`config.mk`:
```
export PLATFORM = sky130hd
export DESIGN_NAME = led_seq_ctrl
export DESIGN_NICKNAME = d
export VERILOG_FILES = /design/src/rtl/led_seq_ctrl_pkg.sv /design/src/rtl/led_tick_gen.sv /design/src/rtl/led_seq_ctrl.sv
export SDC_FILE = /design/constraint.sdc
export NUM_CORES = 1
export LEC_CHECK = 0
export BUFFER_PORTS_ARGS = -buffer_cell sky130_fd_sc_hd__buf_4
export CAP_MARGIN = 30
export CELL_PAD_IN_SITES_DETAIL_PLACEMENT = 0
export CELL_PAD_IN_SITES_GLOBAL_PLACEMENT = 2
export CORE_ASPECT_RATIO = 1.5
export CORE_UTILIZATION = 39
export CTS_CLUSTER_SIZE = 24
export DETAILED_ROUTE_END_ITERATION = 10
export GPL_ROUTABILITY_DRIVEN = 0
export PLACE_DENSITY = 0.93
export SYNTH_ARGS = -nofsm -noshare
export SYNTH_HDL_FRONTEND = slang
export SYNTH_SLANG_ARGS = --single-unit
```
`constraint.sdc`:
```
create_clock -name clk -period 7.2 [get_ports clk]
set_input_delay 0.36 -clock clk [delete_from_list [all_inputs] [get_ports clk]]
set_output_delay 0.36 -clock clk [all_outputs]
set_load 0.1 [all_outputs]
```
`src/rtl/led_seq_ctrl_pkg.sv`:
```
// Shared encodings and elaboration helpers for the LED sequencing controller.
package led_seq_ctrl_pkg;

   typedef enum logic [1:0] {
      MODE_OFF   = 2'd0,
      MODE_SOLID = 2'd1,
      MODE_BLINK = 2'd2,
      MODE_BURST = 2'd3
   } mode_e;

   typedef enum logic [1:0] {
      ST_IDLE  = 2'd0,
      ST_SOLID = 2'd1,
      ST_B_ON  = 2'd2,
      ST_B_OFF = 2'd3
   } state_e;

   function automatic int calc_div(input int clk_hz, input int tick_hz);
      return clk_hz / tick_hz;
   endfunction

   function automatic int cnt_width(input int n);
      return (n > 1) ? $clog2(n) : 1;
   endfunction

endpackage

```
`src/rtl/led_tick_gen.sv`:
```
// Prescaler: emits a one-cycle tick every DIV clocks; clr restarts the count.
module led_tick_gen
   import led_seq_ctrl_pkg::*;
#(
   parameter int DIV = 10
) (
   input  logic clk,
   input  logic rst,
   input  logic clr,
   output logic tick
);

   localparam int W = cnt_width(DIV);
   localparam logic [W-1:0] LAST = W'(DIV - 1);

   logic [W-1:0] cnt;

   assign tick = (cnt == LAST);

   always_ff @(posedge clk) begin
      if (rst || clr) begin
         cnt <= '0;
      end else if (cnt == LAST) begin
         cnt <= '0;
      end else begin
         cnt <= cnt + W'(1);
      end
   end

endmodule

```
`src/rtl/led_seq_ctrl.sv`:
```
// LED bank sequencer: OFF / SOLID / continuous BLINK / counted BURST with
// a valid/ready configuration port and registered LED drive.
module led_seq_ctrl
   import led_seq_ctrl_pkg::*;
#(
   parameter int CLK_HZ  = 50_000_000,
   parameter int TICK_HZ = 1_000,
   parameter int N_LED   = 4,
   parameter int PER_W   = 16,
   parameter int CNT_W   = 8
) (
   input  logic             clk,
   input  logic             rst,
   input  logic             cfg_valid,
   output logic             cfg_ready,
   input  logic [1:0]       cfg_mode,
   input  logic [N_LED-1:0] cfg_mask,
   input  logic [PER_W-1:0] cfg_half_period,
   input  logic [CNT_W-1:0] cfg_count,
   output logic [N_LED-1:0] led,
   output logic             busy,
   output logic             done
);

   localparam int DIV = calc_div(CLK_HZ, TICK_HZ);

   if (DIV < 1) begin : g_bad_div
      $error("led_seq_ctrl: CLK_HZ/TICK_HZ must be at least 1");
   end

   state_e           state;
   logic [N_LED-1:0] mask_q;
   logic [PER_W-1:0] hp_q;
   logic [PER_W-1:0] phase_cnt;
   logic [CNT_W-1:0] burst_left;
   logic             burst_mode;
   logic             tick;
   logic             xfer;

   assign xfer = cfg_valid && cfg_ready;

   // Phase timing restarts from zero on every accepted configuration.
   led_tick_gen #(.DIV(DIV)) u_tick (
      .clk  (clk),
      .rst  (rst),
      .clr  (xfer),
      .tick (tick)
   );

   always_ff @(posedge clk) begin
      if (rst) begin
         state      <= ST_IDLE;
         led        <= '0;
         busy       <= 1'b0;
         done       <= 1'b0;
         cfg_ready  <= 1'b1;
         mask_q     <= '0;
         hp_q       <= '0;
         phase_cnt  <= '0;
         burst_left <= '0;
         burst_mode <= 1'b0;
      end else begin
         done <= 1'b0;
         if (xfer) begin
            mask_q     <= cfg_mask;
            hp_q       <= (cfg_half_period == '0) ? PER_W'(1) : cfg_half_period;
            phase_cnt  <= '0;
            burst_left <= '0;
            burst_mode <= 1'b0;
            case (mode_e'(cfg_mode))
               MODE_OFF: begin
                  state     <= ST_IDLE;
                  led       <= '0;
                  busy      <= 1'b0;
                  cfg_ready <= 1'b1;
               end
               MODE_SOLID: begin
                  state     <= ST_SOLID;
                  led       <= cfg_mask;
                  busy      <= 1'b0;
                  cfg_ready <= 1'b1;
               end
               MODE_BLINK: begin
                  state     <= ST_B_ON;
                  led       <= cfg_mask;
                  busy      <= 1'b1;
                  cfg_ready <= 1'b1;
               end
               MODE_BURST: begin
                  if (cfg_count == '0) begin
                     state     <= ST_IDLE;
                     led       <= '0;
                     busy      <= 1'b0;
                     done      <= 1'b1;
                     cfg_ready <= 1'b1;
                  end else begin
                     state      <= ST_B_ON;
                     led        <= cfg_mask;
                     busy       <= 1'b1;
                     cfg_ready  <= 1'b0;
                     burst_mode <= 1'b1;
                     burst_left <= cfg_count;
                  end
               end
            endcase
         end else if ((state == ST_B_ON || state == ST_B_OFF) && tick) begin
            if (phase_cnt == hp_q - PER_W'(1)) begin
               phase_cnt <= '0;
               if (state == ST_B_ON) begin
                  state <= ST_B_OFF;
                  led   <= '0;
               end else if (burst_mode && burst_left == CNT_W'(1)) begin
                  // Final OFF phase of a burst: report completion and reopen the port.
                  state      <= ST_IDLE;
                  busy       <= 1'b0;
                  done       <= 1'b1;
                  cfg_ready  <= 1'b1;
                  burst_mode <= 1'b0;
                  burst_left <= '0;
               end else begin
                  state <= ST_B_ON;
                  led   <= mask_q;
                  if (burst_mode) begin
                     burst_left <= burst_left - CNT_W'(1);
                  end
               end
            end else begin
               phase_cnt <= phase_cnt + PER_W'(1);
            end
         end
      end
   end

endmodule

```
==> flow_metrics.env, run 1 <==
export IMPL_grt_use_met3_pct=4.98
export IMPL_ys_flop_type="dfxtp_1"
export IMPL_clkPwrFrac_pct=40.6
export IMPL_via_count=3309
export IMPL_synthesis_nets=475
export IMPL_place_inst=568
export IMPL_max_stage_delay_ns=0.80
export IMPL_dp_worst_setup_slack_ns=3.21
export IMPL_syn_inst=433
export IMPL_synth_top_area_share_pct=37.2
export IMPL_totalWireLength_mm=9.09
export IMPL_grt_max_degree=33
export IMPL_antenna_found_initial=0
export IMPL_startpoint="hp_q[0]"
export IMPL_cp_max_fo=17
export IMPL_p_seq_share_pct=43.7
export IMPL_post_cts_buffers=0
export IMPL_post_drt_wl_per_cell_um=15.6
export IMPL_fin_crit_sh_pct=55.3
export IMPL_synthArstFlopShare_pct=0
export IMPL_cp_arrival_ns=4.16
export IMPL_io_pins=40
export IMPL_worstMarginPinSlew_ns=0.994
export IMPL_cts_buffers=9
export IMPL_maxCapViolCount=0
export IMPL_firstDrtPassIters=6
export IMPL_p_int_uw=707
export IMPL_use_met1_pct=21.7
export IMPL_hold_buffers=0
export IMPL_grt_pass1_vias=3219
export IMPL_drc=0
export IMPL_setup_viol=0
export IMPL_cp_required_ns=7.37
export IMPL_ant_nets=0
export IMPL_maxSlewHeadroom_pct=33.2
export IMPL_power_density_nw_per_um2=221
export IMPL_ys_types=62
export IMPL_netlist_area_um2=3760
export IMPL_fmax_ghz=0.251
export IMPL_min_from="cfg_half_period[12]"
export IMPL_grt_use_total_pct=19.9
export IMPL_critPathKind="flop to flop"
export IMPL_total_power_uw=971
export IMPL_rsz0062_at_grt="false"
export IMPL_slew_viol_final=0
export IMPL_fin_setup_tns_ns=0
export IMPL_power_switching_uw=264
export IMPL_cts_tree="done"
export IMPL_crit_reg2reg_launch="hp_q[0]"
export IMPL_fin_ws_ns=3.22
export IMPL_met2_usage_pct=34.6
export IMPL_grt_busiest_layer="met2"
export IMPL_synth_seq_cells=70
export IMPL_nets=509
export IMPL_grt_pass1_wl_mm=15.1
export IMPL_yosys_area_top_type="dfxtp_1"
export IMPL_crit_path_cell_trace="inv_1, ha_1, or4b_2, nor3_1, mux2_2, o21ai_0, nor4b_4, nand2b_1, o32ai_1"
export IMPL_switching_share_pct=27.2
export IMPL_end_kind="flop"
export IMPL_syn_avg_cell_area_um2=8.69
export IMPL_hold_viol=0
export IMPL_cp_start_kind="flop"
export IMPL_synthTopCellsByArea="dfxtp_1 (37%), xnor2_1 (6.0%), nor2_1 (6.0%)"
export IMPL_fin_cells=582
export IMPL_start_util_pct=40.4
export IMPL_numClockSinks=70
export IMPL_cts_buffer_depth=2
export IMPL_worstHoldPathType="input port to flop"
export IMPL_diodes=0
export IMPL_ys_seq_area_share_pct=37.2
export IMPL_ir_drop_mv=0.131
export IMPL_die_area_um2=10100
export IMPL_cts_resized=0
export IMPL_whs_ns=0.247
export IMPL_critical_path_top_delay_family="simple AND/OR/NAND/NOR gates"
export IMPL_leakagePower_uw=0.00167
export IMPL_area_growth_pct=16.7
export IMPL_period_needed_ns=3.98
export IMPL_hpwl_mm=6.57
export IMPL_finClkSkew_ns=0.00454
export IMPL_status="completed"
export IMPL_overflow=0
export IMPL_yosysWarnings=0
export IMPL_rows=43
export IMPL_vias_per_cell=5.69
export IMPL_core_um2=9310
export IMPL_fp_dieH_um=122
export IMPL_fp_dieW_um=82.2
export IMPL_slowest_stage="nor4b_4"
export IMPL_nFillCells=919
export IMPL_cp_num_buf_inv=1
export IMPL_final_layout_size_suffix_gt1_share_pct=15.3
export IMPL_io_buffers=39
export IMPL_h_tree_depth=3
export IMPL_synth_edf_count=0
export IMPL_p_comb_share_pct=15.7
export IMPL_cts_root_buf="clkbuf_16"
export IMPL_clk_pin_slew_ns=0.06
export IMPL_drtIter0Drc=138
export IMPL_clock_latency_ns=0.33
==> power groups by stage <==
stage | Clock (uW) | Sequential (uW) | Combinational [uW]
after detailed placement | 0 | 432 | 153
after global placement | 0 | 431 | 152
after global routing | 424 | 426 | 168
after floorplan | 0 | 436 | 104
final | 394 | 424 | 153
after CTS | 403 | 424 | 153
==> layout make-up <==
| cell class | count | area (um^2) | share of cell area (%) |
|---|---|---|---|
| well taps | 112 | 140 | 3.19 |
| inverters | 14 | 52.6 | 1.20 |
| repair buffers | 42 | 315 | 7.18 |
| flip-flops and latches | 70 | 1400 | 31.9 |
| clock inverters | 2 | 10.0 | 0.228 |
| multi-input cells | 330 | 2230 | 50.7 |
| clock buffers | 12 | 246 | 5.61 |
==> cells by family (layout without fill, tap and decap cells) <==
group / Yosys count / count (layout) / share of synthesized area, %
multiplexers: 7 / 7 / 2.03
buffers and inverters: 33 / 70 / 3.62
flip-flops: 70 / 70 / 37.2
XOR/XNOR: 51 / 51 / 11.9
AND/OR/NAND/NOR: 175 / 175 / 24.2
AO/OA/AOI/OAI: 88 / 88 / 18.0
adder cells (fa/ha/maj): 9 / 9 / 2.99
==> placed cells by master (no fill, tap or decap), types with 2 or more instances in the layout <==
cell / instances
a211oi_1: 10
a21o_1: 3
a21oi_1: 15
a221oi_1: 3
a22o_1: 14
a22oi_1: 5
a311oi_1: 9
a31oi_1: 3
a32oi_1: 6
and2_1: 2
and3_1: 7
and4_1: 2
buf_4: 42
clkbuf_1: 2
clkbuf_16: 9
clkinv_2: 2
dfxtp_1: 70
ha_1: 9
inv_1: 14
mux2_2: 5
mux2i_1: 2
nand2_1: 32
nand3_1: 17
nand3b_1: 2
nand4_1: 6
nand4b_1: 2
nor2_1: 60
nor2b_1: 4
nor3_1: 11
nor4_1: 10
o21ai_0: 5
or3_1: 6
or4_1: 3
xnor2_1: 26
xor2_1: 25
==> layer usage <==
| metal | part of all wire [%] | up-vias |
|---|---|---|
| li1 | - | 1651 |
| met1 | 42 | 1577 |
| met2 | 52 | 65 |
| met3 | 3.2 | 16 |
| met4 | 2.4 | 0 |
| met5 | 0 | - |
==> sequential cells by signal, summed over array words and instances (netlist names) <==
register / cells
state: 2
led: 4
done: 1
burst_mode: 1
phase_cnt: 16
hp_q: 16
cfg_ready: 1
burst_left: 8
u_tick.cnt: 16
busy: 1
mask_q: 4
==> per-stage QoR <==
| stage | utilization (%) | instance area [um^2] |
|---|---|---|
| after floorplan | - | 3760 |
| after global placement | 44.4 | 4130 |
| after detailed placement | 44.4 | 4140 |
| after CTS | 47.2 | 4390 |
| after global routing | 47.2 | 4390 |
| final | 47.2 | 4390 |
==> path summary, 6_finish.rpt <==
| check | end | slack, ns | cells after the start |
|---|---|---|---|
| max | state[1] | 3.22 | 9 |
| min | hp_q[12] | 0.25 | 2 |
| max reg2reg | state[1] | 3.22 | 9 |
| min reg2reg | u_tick.cnt[0] | 0.46 | 1 |
==> worst reg2reg max path, delay by kind of cell (launching register included) <==
kind,cells,cell delay (ns)
flip-flops,1,0.35
adder cells (fa/ha/maj),1,0.28
AND/OR/NAND/NOR,4,2.42
multiplexers,1,0.36
AO/OA/AOI/OAI,2,0.33
buffers and inverters,1,0.09
==> synth_stat cells, drive strengths merged (2+ instances only) <==
master,n
a22oi,5
ha,9
buf,7
a31oi,3
and3,7
nor4b,2
nand4,6
o21ai,5
dfxtp,70
nor2,60
xnor2,26
nand2,32
mux2i,2
and4,2
o32ai,2
or4b,3
or4,4
clkbuf,12
nor4,12
a21o,3
a211oi,11
and2,2
a22o,14
nand3,17
a311oi,9
inv,14
nand3b,2
or3,6
a21oi,16
xor2,25
a221oi,3
mux2,5
nand4b,2
nor2b,4
nor3,12
a32oi,6
(Power assumes the default switching activity.)
==> run 2, diff against run 1 <==
Settings changed: CORE_UTILIZATION 39 to 36, PLACE_DENSITY 0.93 to 0.88.
Clock period 7.2 ns to 3.9 ns, I/O delays scaled along.
==> flow_metrics.env, run 2 (synthesized netlist as in run 1, its figures left out) <==
export IMPL_status="completed"
export IMPL_final_layout_size_suffix_gt1_share_pct=17.0
export IMPL_use_met1_pct=22.1
export IMPL_rows=45
export IMPL_vias_per_cell=5.58
export IMPL_nFillCells=1012
export IMPL_slowest_stage="or4b_2"
export IMPL_total_power_uw=1890
export IMPL_cts_buffer_depth=2
export IMPL_drc=0
export IMPL_diodes=0
export IMPL_cts_root_buf="clkbuf_16"
export IMPL_max_stage_delay_ns=0.70
export IMPL_post_drt_wl_per_cell_um=16.0
export IMPL_crit_path_cell_trace="inv_1, ha_1, or4b_2, nor3_1, mux2_2, o21ai_0, nor4b_4, nand2b_1, o32ai_1"
export IMPL_ant_nets=0
export IMPL_antenna_found_initial=0
export IMPL_worstMarginPinSlew_ns=0.986
export IMPL_core_um2=10100
export IMPL_slew_viol_final=0
export IMPL_grt_use_total_pct=18.7
export IMPL_power_density_nw_per_um2=422
export IMPL_firstDrtPassIters=4
export IMPL_rsz0062_at_grt="false"
export IMPL_cts_buffers=9
export IMPL_cp_max_fo=17
export IMPL_nets=514
export IMPL_final_cell_mix="dfxtp_1 (70), nor2_1 (60), buf_4 (47)"
export IMPL_fin_crit_sh_pct=87.2
export IMPL_post_cts_buffers=0
export IMPL_cts_tree="done"
export IMPL_hold_buffers=0
export IMPL_grt_busiest_layer="met2"
export IMPL_maxSlewHeadroom_pct=33.7
export IMPL_fp_dieW_um=85.5
export IMPL_maxCapViolCount=0
export IMPL_grt_pass1_vias=3259
export IMPL_grt_use_met3_pct=4.65
export IMPL_cp_num_buf_inv=1
export IMPL_drtIter0Drc=151
export IMPL_period_needed_ns=3.40
export IMPL_start_util_pct=37.1
export IMPL_grt_pass1_wl_mm=16.0
export IMPL_register_area_um2=1400
export IMPL_cp_arrival_ns=3.58
export IMPL_numClockSinks=70
export IMPL_cp_required_ns=4.08
export IMPL_io_buffers=39
export IMPL_critical_path_top_delay_family="simple AND/OR/NAND/NOR gates"
export IMPL_setup_viol=0
export IMPL_fin_setup_tns_ns=0
export IMPL_io_pins=40
export IMPL_fmax_ghz=0.294
export IMPL_hpwl_mm=6.96
export IMPL_ir_drop_mv=0.213
export IMPL_cp_start_kind="flop"
export IMPL_layout_commonest_cell="dfxtp_1"
export IMPL_fp_dieH_um=127
export IMPL_dp_worst_setup_slack_ns=0.494
export IMPL_grt_max_degree=33
export IMPL_via_count=3315
export IMPL_reg_largest_list="hp_q: 16 flops, phase_cnt: 16 flops, u_tick.cnt: 16 flops"
export IMPL_h_tree_depth=3
export IMPL_totalWireLength_mm=9.50
export IMPL_clk_pin_slew_ns=0.06
export IMPL_met2_usage_pct=31.6
export IMPL_hold_viol=0
export IMPL_multi_input_area_um2=2230
export IMPL_leakagePower_uw=0.00171
export IMPL_fin_ws_ns=0.501
export IMPL_cts_resized=0
export IMPL_finClkSkew_ns=0.00680
export IMPL_worstHoldPathType="input port to flop"
export IMPL_overflow=0
export IMPL_end_kind="flop"
export IMPL_critPathKind="flop to flop"
export IMPL_area_growth_pct=19.0
export IMPL_clock_latency_ns=0.33
export IMPL_die_area_um2=10900
-- run 2: worst reg2reg max path: cells and delay by family, from the launching register on --
kind	cells	cell delay [ns]
flip-flops	1	0.35
multiplexers	1	0.36
adder cells (fa/ha/maj)	1	0.28
AND/OR/NAND/NOR	4	1.81
AO/OA/AOI/OAI	2	0.35
buffers and inverters	1	0.10
-- run 2: layout make-up --
class,instances,area share (%)
repair buffers,47,7.87
well taps,117,3.27
inverters,14,1.17
flip-flops and latches,70,31.3
clock buffers,9,5.03
multi-input cells,330,49.7
clock inverters,7,1.68
-- run 2: power breakdown --
group	switching [uW]	internal, uW
logic	168	128
clock network	318	495
registers	36.9	744
total	523	1370
-- run 2: path summary, 6_finish.rpt --
check	startpoint	end	slack, ns	cells past startpoint
max	hp_q[0]	state[1]	0.50	9
min	cfg_half_period[4]	hp_q[4]	0.08	2
max reg2reg	hp_q[0]	state[1]	0.50	9
min reg2reg	u_tick.cnt[0]	u_tick.cnt[0]	0.45	1
-- run 2: per-layer routing --
| layer | vias up | part of all wire [%] |
|---|---|---|
| met5 | - | 0 |
| li1 | 1656 | - |
| met4 | 0 | 2.9 |
| met3 | 19 | 3.8 |
| met2 | 81 | 49 |
| met1 | 1559 | 44 |
-- run 2: through the flow --
step | cells | hold slack [ns] | utilization (%) | cell area [um^2]
floorplan | 433 | 0.321 | - | 3760
global placement | 577 | 0.419 | 41.2 | 4170
detailed placement | 578 | 0.420 | 41.2 | 4180
CTS | 594 | 0.0673 | 44.2 | 4480
global route | 594 | 0.0690 | 44.2 | 4480
finish | 594 | 0.0780 | 44.2 | 4480
